**config.mk**
```make
export PLATFORM = sky130hd
export DESIGN_NAME = onehot_pos_tracker
export DESIGN_NICKNAME = d
export VERILOG_FILES = /design/src/rtl/pp_pkg.sv /design/src/rtl/onehot_enc.sv /design/src/rtl/onehot_pos_tracker.sv
export SDC_FILE = /design/constraint.sdc
export NUM_CORES = 1
export LEC_CHECK = 0
export BUFFER_PORTS_ARGS = -buffer_cell sky130_fd_sc_hd__buf_4
export CAP_MARGIN = 20
export CORE_UTILIZATION = 45
export DETAILED_ROUTE_END_ITERATION = 6
export PLACE_DENSITY = 0.71
export REMOVE_ABC_BUFFERS = 1
export SLEW_MARGIN = 20
export SYNTH_ARGS = -nofsm -noshare
export SYNTH_HDL_FRONTEND = slang
export SYNTH_SLANG_ARGS = --single-unit
```
**constraint.sdc**
```tcl
create_clock -name CLK -period 3 [get_ports CLK]
set_clock_uncertainty 0.15 [all_clocks]
set_input_delay 0.15 -clock CLK [delete_from_list [all_inputs] [get_ports CLK]]
set_output_delay 0.15 -clock CLK [all_outputs]
set_load 0.01 [all_outputs]
```
**src/rtl/pp_pkg.sv**
```systemverilog
// Shared ball-state definitions: court length, direction encoding
// and the one-hot legality check, also reused by the score logic.
package pp_pkg;

  localparam int COURT_N = 6;

  typedef enum logic {
    DIR_DN = 1'b0,
    DIR_UP = 1'b1
  } dir_t;

  // True when exactly one bit of v is set.
  // Callers zero-extend narrower state vectors.
  function automatic logic onehot_ok(input logic [31:0] v);
    int cnt;
    cnt = 0;
    for (int i = 0; i < 32; i++)
      cnt += int'(v[i]);
    return cnt == 1;
  endfunction

endpackage

```
**src/rtl/onehot_enc.sv**
```systemverilog
// One-hot to binary encoder with a legality flag.
// Ports: state (N one-hot bits) -> enc (index), legal (popcount==1).
module onehot_enc
  import pp_pkg::*;
#(
  parameter int N = COURT_N
) (
  input  logic [N-1:0]         state,
  output logic [$clog2(N)-1:0] enc,
  output logic                 legal
);

  localparam int PW = $clog2(N);

  // OR of set-bit indices; only meaningful when legal.
  always_comb begin
    enc = '0;
    for (int i = 0; i < N; i++)
      if (state[i])
        enc = enc | PW'(i);
    legal = onehot_ok(32'(state));
  end

endmodule

```
**src/rtl/onehot_pos_tracker.sv**
```systemverilog
// Samples the one-hot ball state, tracks position, direction, dwell
// and end-of-court bounces, and flags corrupt states or illegal jumps.
// Ports: CLK, RST (sync, active high), state in; pos, pos_vld, dir,
// step, bounce, dwell, err_onehot, err_jump, err_sticky out (registered).
module onehot_pos_tracker
  import pp_pkg::*;
#(
  parameter int N    = COURT_N,
  parameter int DW_W = 8
) (
  input  logic                 CLK,
  input  logic                 RST,
  input  logic [N-1:0]         state,
  output logic [$clog2(N)-1:0] pos,
  output logic                 pos_vld,
  output logic                 dir,
  output logic                 step,
  output logic                 bounce,
  output logic [DW_W-1:0]      dwell,
  output logic                 err_onehot,
  output logic                 err_jump,
  output logic                 err_sticky
);

  localparam int PW = $clog2(N);
  localparam logic [DW_W-1:0] DW_MAX = '1;
  localparam logic [PW:0] ONE = (PW+1)'(1);
  localparam logic [PW-1:0] LAST = PW'(N-1);

  logic [PW-1:0] enc;
  logic          legal;

  onehot_enc #(.N(N)) u_enc (
    .state (state),
    .enc   (enc),
    .legal (legal)
  );

  dir_t dir_q;
  dir_t dir_n;
  logic [PW-1:0]   pos_n;
  logic            vld_n;
  logic [DW_W-1:0] dwell_n;
  logic step_n;
  logic bounce_n;
  logic eoh_n;
  logic ejp_n;
  logic sticky_n;

  // Signed difference is one bit wider than pos so 0 <-> N-1
  // shows up as a large magnitude, never a wrapped neighbour.
  logic signed [PW:0] diff;
  logic [PW:0]        mag;
  logic same;
  logic adj;
  logic at_end;

  assign diff   = $signed({1'b0, enc}) - $signed({1'b0, pos});
  assign mag    = diff[PW] ? PW'(0) - diff : diff;
  assign same   = (diff == '0);
  assign adj    = (mag == ONE);
  assign at_end = (pos == '0) || (pos == LAST);

  always_comb begin
    pos_n    = pos;
    vld_n    = pos_vld;
    dir_n    = dir_q;
    dwell_n  = dwell;
    step_n   = 1'b0;
    bounce_n = 1'b0;
    eoh_n    = 1'b0;
    ejp_n    = 1'b0;
    unique case (1'b1)
      !legal: begin
        eoh_n = 1'b1;
        vld_n = 1'b0;
      end
      legal && !pos_vld: begin
        pos_n   = enc;
        vld_n   = 1'b1;
        dwell_n = '0;
      end
      legal && pos_vld && same: begin
        if (dwell != DW_MAX)
          dwell_n = dwell + 1'b1;
      end
      legal && pos_vld && adj: begin
        pos_n   = enc;
        step_n  = 1'b1;
        dwell_n = '0;
        dir_n   = diff[PW] ? DIR_DN : DIR_UP;
        // A reversal is only legal at either end of the court.
        if (dir_n != dir_q) begin
          if (at_end)
            bounce_n = 1'b1;
          else
            ejp_n = 1'b1;
        end
      end
      default: begin
        ejp_n   = 1'b1;
        pos_n   = enc;
        dwell_n = '0;
      end
    endcase
    sticky_n = err_sticky | eoh_n | ejp_n;
  end

  always_ff @(posedge CLK) begin
    if (RST) begin
      pos        <= '0;
      pos_vld    <= 1'b0;
      dir_q      <= DIR_UP;
      dwell      <= '0;
      step       <= 1'b0;
      bounce     <= 1'b0;
      err_onehot <= 1'b0;
      err_jump   <= 1'b0;
      err_sticky <= 1'b0;
    end else begin
      pos        <= pos_n;
      pos_vld    <= vld_n;
      dir_q      <= dir_n;
      dwell      <= dwell_n;
      step       <= step_n;
      bounce     <= bounce_n;
      err_onehot <= eoh_n;
      err_jump   <= ejp_n;
      err_sticky <= sticky_n;
    end
  end

  assign dir = dir_q;

endmodule

```
==> out/results.tsv <==
stage	metric	value	unit
logic_synthesis	Post-Synthesis Cells	128	
logic_synthesis	Synth area leaders	sky130_fd_sc_hd__dfxtp_1 (33%), sky130_fd_sc_hd__fa_1 (7.2%), sky130_fd_sc_hd__ha_1 (6.8%)	
routing	wire per inst	13.2	microns
finish	FF/Latch Area	362	sq um
floorplan	number of top-level pins	26	
power_and_ir_drop	post-layout power	662	uW
place	Buffers on Ports	25	
finish	signed area change from the synthesized netlist to the final layout	39.3	%
power_and_ir_drop	largest vdd supply drop	0.303	mV
logic_synthesis	simple-gate share of the synthesized area	0.277	
routing	Post-DRT Antenna Nets	0	
sta	Tmin final	2880	ps
routing	routed via count divided by cell count	5.51	
logic_synthesis	number of warnings issued by yosys	0	
routing	final WL	2620	microns
clocking	Sink Count	18	
global_route	global-route wire length before repair	4490	microns
finish	Inserted Diodes	0	
routing	violation count after the first detailed-route iteration	11	
logic_synthesis	EDFF count, synth	0	
floorplan	effective utilization at floorplan	0.487	
hold_path	worst min-delay path class	in -> reg	
sta	max-slew violation count	0	
critical_path	Crit Reg-Reg Endpoint	err_sticky	
critical_path	worst setup path start	state[0]	
run	max cap viols	0	
sta	post-route fraction of the period consumed by the critical path	0.960	
logic_synthesis	area share of the largest cell type after synthesis	0.325	
logic_synthesis	total of flip-flops plus latches after synthesis	18	
finish	layout net count	190	
clocking	H-tree lvl count	1	
logic_synthesis	combinational family with the most area after synthesis	simple AND/OR/NAND/NOR gates	
logic_synthesis	area share of fa/ha/maj cells after synthesis	0.140	
finish	area taken by multi-input logic gates	751	sq um
logic_synthesis	dominant register cell in the synthesized netlist	sky130_fd_sc_hd__dfxtp_1	
clocking	CTS Buffer Depth	2	
floorplan	Chip Width	51.6	microns
critical_path	kind of critical path	in -> reg	
clocking	clock transition time at the flip-flop clock pins of the worst setup and hold paths	110	ps
sta	final setup violating endpoints	0	
global_route	maximum number of pins on one net before global-route repair	15	
critical_path	Data required, critical path	3090	ps
logic_synthesis	mux contribution to synthesized area	0.0316	
critical_path	maximum fanout along the worst path	4	
power_and_ir_drop	static leakage	0.683	nW
finish	highest-count cells in the layout ignoring fill and taps	sky130_fd_sc_hd__buf_4 (38), sky130_fd_sc_hd__dfxtp_1 (17), sky130_fd_sc_hd__nor2_1 (15), sky130_fd_sc_hd__nand2_1 (10), sky130_fd_sc_hd__inv_1 (9)	
floorplan	area of the die	0.00266	sq mm
logic_synthesis	post-synthesis async set-or-reset flop share	0	
floorplan	floorplan core area	0.00228	sq mm
critical_path	Data arrival, critical path	2970	ps
critical_path	worst setup path endpoint	dwell[4]	
power_and_ir_drop	pwr/cell area	429	mW/mm^2
floorplan	site row count	17	
critical_path	R2R cell count	10	
global_route	total routing usage reported by global routing	0.225	
finish	leading cell type in the layout, fill and taps excluded	sky130_fd_sc_hd__buf_4	
logic_synthesis	cell taking the most area after synthesis	sky130_fd_sc_hd__dfxtp_1	
logic_synthesis	library cells used by synthesis	38	
critical_path	Crit. End Element	register	
sta	Hold Worst Slack	75.3	ps
global_route	vias in the first global route	1057	
clocking	cell chosen for the clock root	sky130_fd_sc_hd__clkbuf_4	
global_route	antenna violations before repair	0	
logic_synthesis	complex-gate fraction of the synthesized area	0.146	
routing	DRC violations left	0	
floorplan	vertical die dimension	51.6	microns
logic_synthesis	XOR/XNOR Fraction of Synth Area	0.0362	
clocking	total CTS buffers	3	
routing	Via Count	1096	
clocking	CTS tree	done	
logic_synthesis	average cell area after synthesis	8.65	sq um
sta	transition time at the pin with the least slew margin	559	ps
routing	first-pass detailed-route iteration total	4	
sta	fmax	0.347	GHz
outcome	status	finished clean	
sta	Final Hold Violating Endpoints	0	
clocking	clock latency reported for the late side of the worst-skew pair	300	ps
sta	accumulated negative setup slack	0	ps
finish	share of final-layout standard cells stronger than drive strength 1	0.380	
logic_synthesis	sequential share of the synthesized area	0.325	
sta	worst slew margin relative to its limit	0.624	
place	sum of net half-perimeters after detailed placement	2000	microns
global_route	remaining global-route overflow	0	
critical_path	launch point of the worst reg-to-reg path	pos[0]	
place	global placement routability congestion	0.855	
logic_synthesis	cell area after technology mapping	0.00111	sq mm
finish	fillers	186	
critical_path	setup slack of the most critical reg-to-reg path	150	ps
critical_path	critical path startpoint category	input port	
## synthesized netlist by cell type (2+ instances only)
cell type and number:
sky130_fd_sc_hd__fa_1 4, sky130_fd_sc_hd__or3_1 4, sky130_fd_sc_hd__o211ai_1 2, sky130_fd_sc_hd__a21oi_2 2, sky130_fd_sc_hd__inv_1 11, sky130_fd_sc_hd__nand4_1 4, sky130_fd_sc_hd__ha_1 6, sky130_fd_sc_hd__nand3b_1 2
sky130_fd_sc_hd__a21oi_1 6, sky130_fd_sc_hd__mux2i_1 2, sky130_fd_sc_hd__clkbuf_1 2, sky130_fd_sc_hd__nor2_1 17, sky130_fd_sc_hd__nor3_1 4, sky130_fd_sc_hd__nand3_1 7, sky130_fd_sc_hd__nand2_1 10, sky130_fd_sc_hd__o21ai_0 5
sky130_fd_sc_hd__dfxtp_1 18, sky130_fd_sc_hd__xnor2_1 2
## layer usage
layer | GRT usage | vias to the layer above | share of wire
met5 | 0 | - | 0
met4 | 0.0901 | 0 | 0.018
met3 | 0.0556 | 7 | 0.037
met2 | 0.368 | 28 | 0.49
met1 | 0.282 | 515 | 0.46
li1 | - | 546 | -
## power breakdown
group          internal, mW  switching [mW]  total [mW]
registers             0.253          0.0119       0.265
logic                 0.122           0.123       0.244
clock network        0.0741          0.0788       0.153
total                 0.448           0.213       0.662
## cell type report
class                   instances  area share
flip-flops and latches         18       0.234
repair buffers                 41       0.206
inverters                      11      0.0268
multi-input cells              97       0.487
clock buffers                   4      0.0235
well taps                      28      0.0227
## how the worst min path moves through the flow
stage | from | cells past startpoint | to | slack, ps
floorplan | RST | 1 | err_sticky | 60
CTS | state[4] | 5 | pos[2] | 70
global route | state[4] | 5 | pos[2] | 110
global placement | RST | 2 | err_sticky | 280
finish | state[4] | 5 | pos[2] | 80
detailed placement | RST | 2 | err_sticky | 280
## timing repair
action / CTS / global route
setup endpoints to repair: 0 / 8
gates resized for setup: 0 / 16
buffers inserted: 0 / 2
hold endpoints to repair: 11 / 0
hold buffers: 1 / 0
## sequential cells by signal (all words and copies together), names as in the netlist
name        cells
dwell           8
pos             3
bounce          1
dir             1
err_jump        1
err_onehot      1
err_sticky      1
pos_vld         1
step            1
## logic make-up after synthesis
| logic type | after synthesis |
|---|---|
| simple gates | 57 |
| compound gates | 24 |
| buf+inv | 13 |
| fa+ha+maj | 10 |
| flops | 18 |
| xor+xnor | 3 |
| mux | 3 |
## critical path, stage by stage
cell,delay (ps)
sky130_fd_sc_hd__buf_4,120
sky130_fd_sc_hd__ha_4,250
sky130_fd_sc_hd__inv_2,30
sky130_fd_sc_hd__fa_1,480
sky130_fd_sc_hd__fa_2,370
sky130_fd_sc_hd__inv_2,60
sky130_fd_sc_hd__fa_1,440
sky130_fd_sc_hd__nor3_2,190
sky130_fd_sc_hd__buf_4,160
sky130_fd_sc_hd__buf_6,100
sky130_fd_sc_hd__nand4_1,100
sky130_fd_sc_hd__or3_1,410
sky130_fd_sc_hd__a21oi_2,110
## metrics by stage
stage	util	area, sq um	setup slack [ps]	cells
after global placement	0.624	1420	-137	192
after CTS	0.644	1470	88.3	197
final	0.678	1540	119	199
after detailed placement	0.624	1420	-220	192
after floorplan	-	1100	-43.6	126
after global routing	0.678	1540	-3.64	199
(Power assumes the default switching activity.)
